==> src/rtl/cic_decimator_pkg.sv <==
// Shared width constants and the CIC width-rule helpers used by the decimator and its comb stages.
package cic_decimator_pkg;

  localparam int N_DEF = 16;
  localparam int K_DEF = 3;
  localparam int R_DEF = 8;
  localparam int K_MIN = 1;
  localparam int K_MAX = 6;
  localparam int R_MIN = 2;
  localparam int R_MAX = 256;

  function automatic int clog2(input int value);
    int bits;
    int span;
    bits = 0;
    span = 1;
    while (span < value) begin
      span = span * 2;
      bits++;
    end
    return bits;
  endfunction

  // Bit growth of a CIC is order * log2(ratio); anything narrower loses the exact output.
  function automatic int min_width(input int in_w, input int order, input int ratio);
    return in_w + order * clog2(ratio);
  endfunction

endpackage

==> src/rtl/cic_comb_stage.sv <==
// One comb section: subtracts the previous decimated value, updated only on output-rate strobes.
module cic_comb_stage
  import cic_decimator_pkg::*;
#(
  parameter int m = min_width(N_DEF, K_DEF, R_DEF)
) (
  input  logic                clk,
  input  logic                clr,
  input  logic                en_i,
  input  logic signed [m-1:0] c_i,
  output logic signed [m-1:0] c_o
);

  logic signed [m-1:0] z_q;

  // Modulo-2^m wrap here is what makes the CIC output exact.
  assign c_o = c_i - z_q;

  always_ff @(posedge clk or posedge clr) begin
    if (clr) begin
      z_q <= '0;
    end else if (en_i) begin
      z_q <= c_i;
    end
  end

endmodule

==> src/rtl/cic_decimator.sv <==
// Cascaded integrator-comb decimator: k integrators at input rate, decimate by r, k combs at output rate.
module cic_decimator
  import cic_decimator_pkg::*;
#(
  parameter int n = N_DEF,
  parameter int k = K_DEF,
  parameter int r = R_DEF,
  parameter int m = min_width(n, k, r)
) (
  input  logic                clk,
  input  logic                clr,
  input  logic signed [n-1:0] in,
  input  logic                in_valid,
  output logic signed [m-1:0] out,
  output logic                out_valid
);

  localparam int CW = clog2(r);
  localparam logic [CW-1:0] CNT_LAST = CW'(r - 1);

  if (k < K_MIN || k > K_MAX || r < R_MIN || r > R_MAX || m < min_width(n, k, r)) begin : g_bad_param
    $error("cic_decimator: illegal order/ratio or output width below n + k*clog2(r)");
  end

  logic signed [m-1:0] x_ext;
  logic signed [m-1:0] int_q [k];
  logic [CW-1:0]       cnt_q, cnt_d;
  logic signed [m-1:0] d_q;
  logic                dv_q;
  logic signed [m-1:0] out_q;
  logic                out_valid_q;

  assign x_ext = m'(in);

  always_comb begin
    cnt_d = cnt_q;
    if (in_valid) begin
      cnt_d = (cnt_q == CNT_LAST) ? '0 : cnt_q + CW'(1);
    end
  end

  // NOTE: async clr clears every stage at once; the integrators are few, so all of them are reset.
  always_ff @(posedge clk or posedge clr) begin
    if (clr) begin
      for (int j = 0; j < k; j++) int_q[j] <= '0;
      cnt_q <= '0;
      d_q   <= '0;
      dv_q  <= 1'b0;
    end else begin
      dv_q  <= 1'b0;
      cnt_q <= cnt_d;
      if (in_valid) begin
        // NOTE: non-blocking updates make each stage add its predecessor's pre-edge value (pipelined chain).
        int_q[0] <= int_q[0] + x_ext;
        for (int j = 1; j < k; j++) int_q[j] <= int_q[j] + int_q[j-1];
        if (cnt_q == CNT_LAST) begin
          d_q  <= int_q[k-1];
          dv_q <= 1'b1;
        end
      end
    end
  end

  for (genvar j = 0; j < k; j++) begin : g_comb
    logic signed [m-1:0] c_in;
    logic signed [m-1:0] c_out;
    if (j == 0) begin : g_first
      assign c_in = d_q;
    end else begin : g_next
      assign c_in = g_comb[j-1].c_out;
    end
    cic_comb_stage #(.m(m)) u_stage (
      .clk  (clk),
      .clr  (clr),
      .en_i (dv_q),
      .c_i  (c_in),
      .c_o  (c_out)
    );
  end

  always_ff @(posedge clk or posedge clr) begin
    if (clr) begin
      out_q       <= '0;
      out_valid_q <= 1'b0;
    end else begin
      out_valid_q <= dv_q;
      if (dv_q) out_q <= g_comb[k-1].c_out;
    end
  end

  assign out       = out_q;
  assign out_valid = out_valid_q;

endmodule

==> config.mk <==
export PLATFORM = sky130hd
export DESIGN_NAME = cic_decimator
export DESIGN_NICKNAME = d
export VERILOG_FILES = /design/src/rtl/cic_decimator_pkg.sv /design/src/rtl/cic_comb_stage.sv /design/src/rtl/cic_decimator.sv
export SDC_FILE = /design/constraint.sdc
export NUM_CORES = 1
export LEC_CHECK = 0
export CORE_ASPECT_RATIO = 0.75
export CORE_UTILIZATION = 60
export DETAILED_ROUTE_END_ITERATION = 10
export GPL_ROUTABILITY_DRIVEN = 0
export PLACE_DENSITY = 0.78
export RECOVER_POWER = 100
export SETUP_SLACK_MARGIN = 0.02
export SYNTH_ARGS = -nofsm -noshare
export SYNTH_HDL_FRONTEND = slang
export SYNTH_HIERARCHICAL = 1
export SYNTH_SLANG_ARGS = --single-unit
==> constraint.sdc <==
create_clock -name clk -period 11.05 [get_ports clk]
set_input_delay 2.21 -clock clk [delete_from_list [all_inputs] [get_ports clk]]
set_output_delay 2.21 -clock clk [all_outputs]
set_load 0.005 [all_outputs]
==> flow_metrics.tcl <==
set metrics [dict create \
    status "finished, violations left" \
    violations "max-capacitance violations, max-slew violations" \
    die_area_um2 25200 \
    ant_nets 0 \
    hold_violations 0 \
    drc_errors 0 \
    synth.distinct_cells 78 \
    synth-seq-area-share_pct 34.8 \
    avgSynthCellArea_um2 9.37 \
    grt_pass1_vias 10600 \
    setup_viol 0 \
    num_vias 11600 \
    start_kind "primary input" \
    layout-drive-gt1-share_pct 10.3 \
    fillers 1967 \
    grt_pass1_wl_um 50500 \
    htree_levels 1 \
    clock_latency_ns 0.52 \
    final_nets 1774 \
    slew_violations 405 \
    ys_ff_latch 205 \
    synthArstFlopShare_pct 100 \
    numClockSinks 205 \
    yosysWarnings 6 \
    post_cts_resize_count 0 \
    port_buffers 44 \
    core_um2 24000 \
    fin_area_um2 16100 \
    num_antenna_cells 0 \
    cp_max_fo 63 \
    viasPerCell 5.97 \
    area_growth_pct 9.16 \
    cts_buffer_depth 3 \
    synth.largest_area_cell "dfrtp_1" \
    whs_ns 0.469 \
    reg2reg_slack_ns 4.73 \
    dp_hpwl_um 21800 \
    synthTopCellsByArea "dfrtp_1, ha_1, mux2_2" \
    drt_iter0_markers 741 \
    wirelength_um 30100 \
    dieHeight_um 138 \
    cap_violations 6 \
    place_area_um2 15400 \
    drt-pass1-iter-count 5 \
    grt_usage_pct 23.9 \
    critical_path_class "in2reg" \
    finalSetupTns_ns 0 \
    hold_class "reg2reg" \
    synthFlopType "dfrtp_1" \
    post_cts_buffers 0 \
    synth_nets 1744 \
    regArea_um2 5130 \
    path_clk_slew_ns 0.06 \
    synth_cells 1573 \
    fin_cells 1950 \
    syn_area_um2 14700 \
    grt_overflow 0 \
    grt_max_degree 102 \
    fin_worst_skew_ns 0.0112 \
    fmax_mhz 130 \
    multiInputGateArea_um2 8950 \
    finalCritPeriodShare_pct 69.9 \
    numCtsBuffers 23 \
    synth_top_area_share_pct 34.8 \
    ioPinCount 45 \
    cts_tree "done" \
    synth-edff-count 0 \
    required_ns 11.50 \
    slew_headroom_pct -174 \
    start_util_pct 61.3 \
    worst_pin_slew_ns 4.09 \
    worst_setup_path_end_kind "flip-flop" \
    dpl.cell_count 1909 \
    period_needed_ns 7.72 \
    die_x_um 183 \
    crit_arrival_ns 8.17 \
    rsz0062_at_grt "no" \
    holdBufCountCts 0 \
    num_rows 49 \
    antenna_found_initial 0 \
    synth.most_common_cell "dfrtp_1" \
    synth_commonest_cells "dfrtp_1, ha_1, nand2_1, o21ai_0, a21oi_1" \
    cts-root-buf "clkbuf_16" \
    post_drt_wl_per_cell_um 15.5 \
]
## per-stage QoR
stage / setup slack, ns / util [%]
after detailed placement: 5.13 / 64.1
final: 3.33 / 66.9
after floorplan: 5.37 / -
after global placement: 5.30 / 64.1
after CTS: 5.06 / 67.2
after global routing: 2.81 / 66.9
## state kept, by name, indices dropped and copies added (netlist names)
| signal | cells |
|---|---|
| cnt_q | 3 |
| d_q | 25 |
| dv_q | 1 |
| g_comb.u_stage/z_q | 75 |
| int_q | 75 |
| out | 25 |
| out_valid | 1 |
## final timing paths
check,from,endpoint,depth (start not counted)
max in group asynchronous,clr,d_q[0],3
min in group asynchronous,clr,g_comb[2].u_stage/z_q[20],2
worst max-delay path,in_valid,int_q[17],7
worst min register to register,int_q[24],int_q[24],1
worst max register to register,d_q[2],out[24],24
worst min-delay path,int_q[24],int_q[24],1
## worst max-delay path, stage by stage
cell	delay, ns
clkbuf_1	1.21
clkbuf_1	2.25
inv_1	0.76
clkbuf_1	0.64
or4b_2	0.83
o221ai_1	0.10
or3_1	0.14
## cells in the final DEF (no fill, tap or decap), drive strengths merged, types with 27 or more instances in the layout
cell / count
a21o: 56
a21oi: 121
clkbuf: 37
dfrtp: 205
dlygate4sd3: 27
ha: 146
inv: 109
mux2: 103
nand2: 145
nand3: 32
nor2: 67
o21a: 30
o21ai: 149
xnor2: 84
## final cells by class
cell class | instances | share of cell area (%)
well taps | 331 | 2.57
inverters | 108 | 2.53
clock inverters | 9 | 0.653
repair buffers | 48 | 2.79
flip-flops and latches | 205 | 31.9
multi-input cells | 1217 | 55.6
clock buffers | 32 | 3.91
## layer usage
layer,vias to the layer above,track usage (%),share of wire [%],routed length [µm]
met5,-,0,0,0
met1,5601,36.5,50,15000
li1,5755,-,-,-
met2,261,36.5,44,13200
met4,0,3.80,1.3,397
met3,31,3.38,5.1,1540
## cell families (layout without fill, tap and decap cells)
kind of cell             after synthesis  count (layout)  share of synthesized area [%]
buffers and inverters                151             197                           4.23
flip-flops                           205             205                           34.8
AND/OR/NAND/NOR                      366             366                           12.0
XOR/XNOR                             109             109                           6.48
adder cells (fa/ha/maj)              152             152                           13.2
AO/OA/AOI/OAI                        483             483                           21.1
multiplexers                         107             107                           8.14
Power is left out: the tool's default activity adds up to more than one toggle a clock period on the data nets, which glitch-free logic cannot reach.
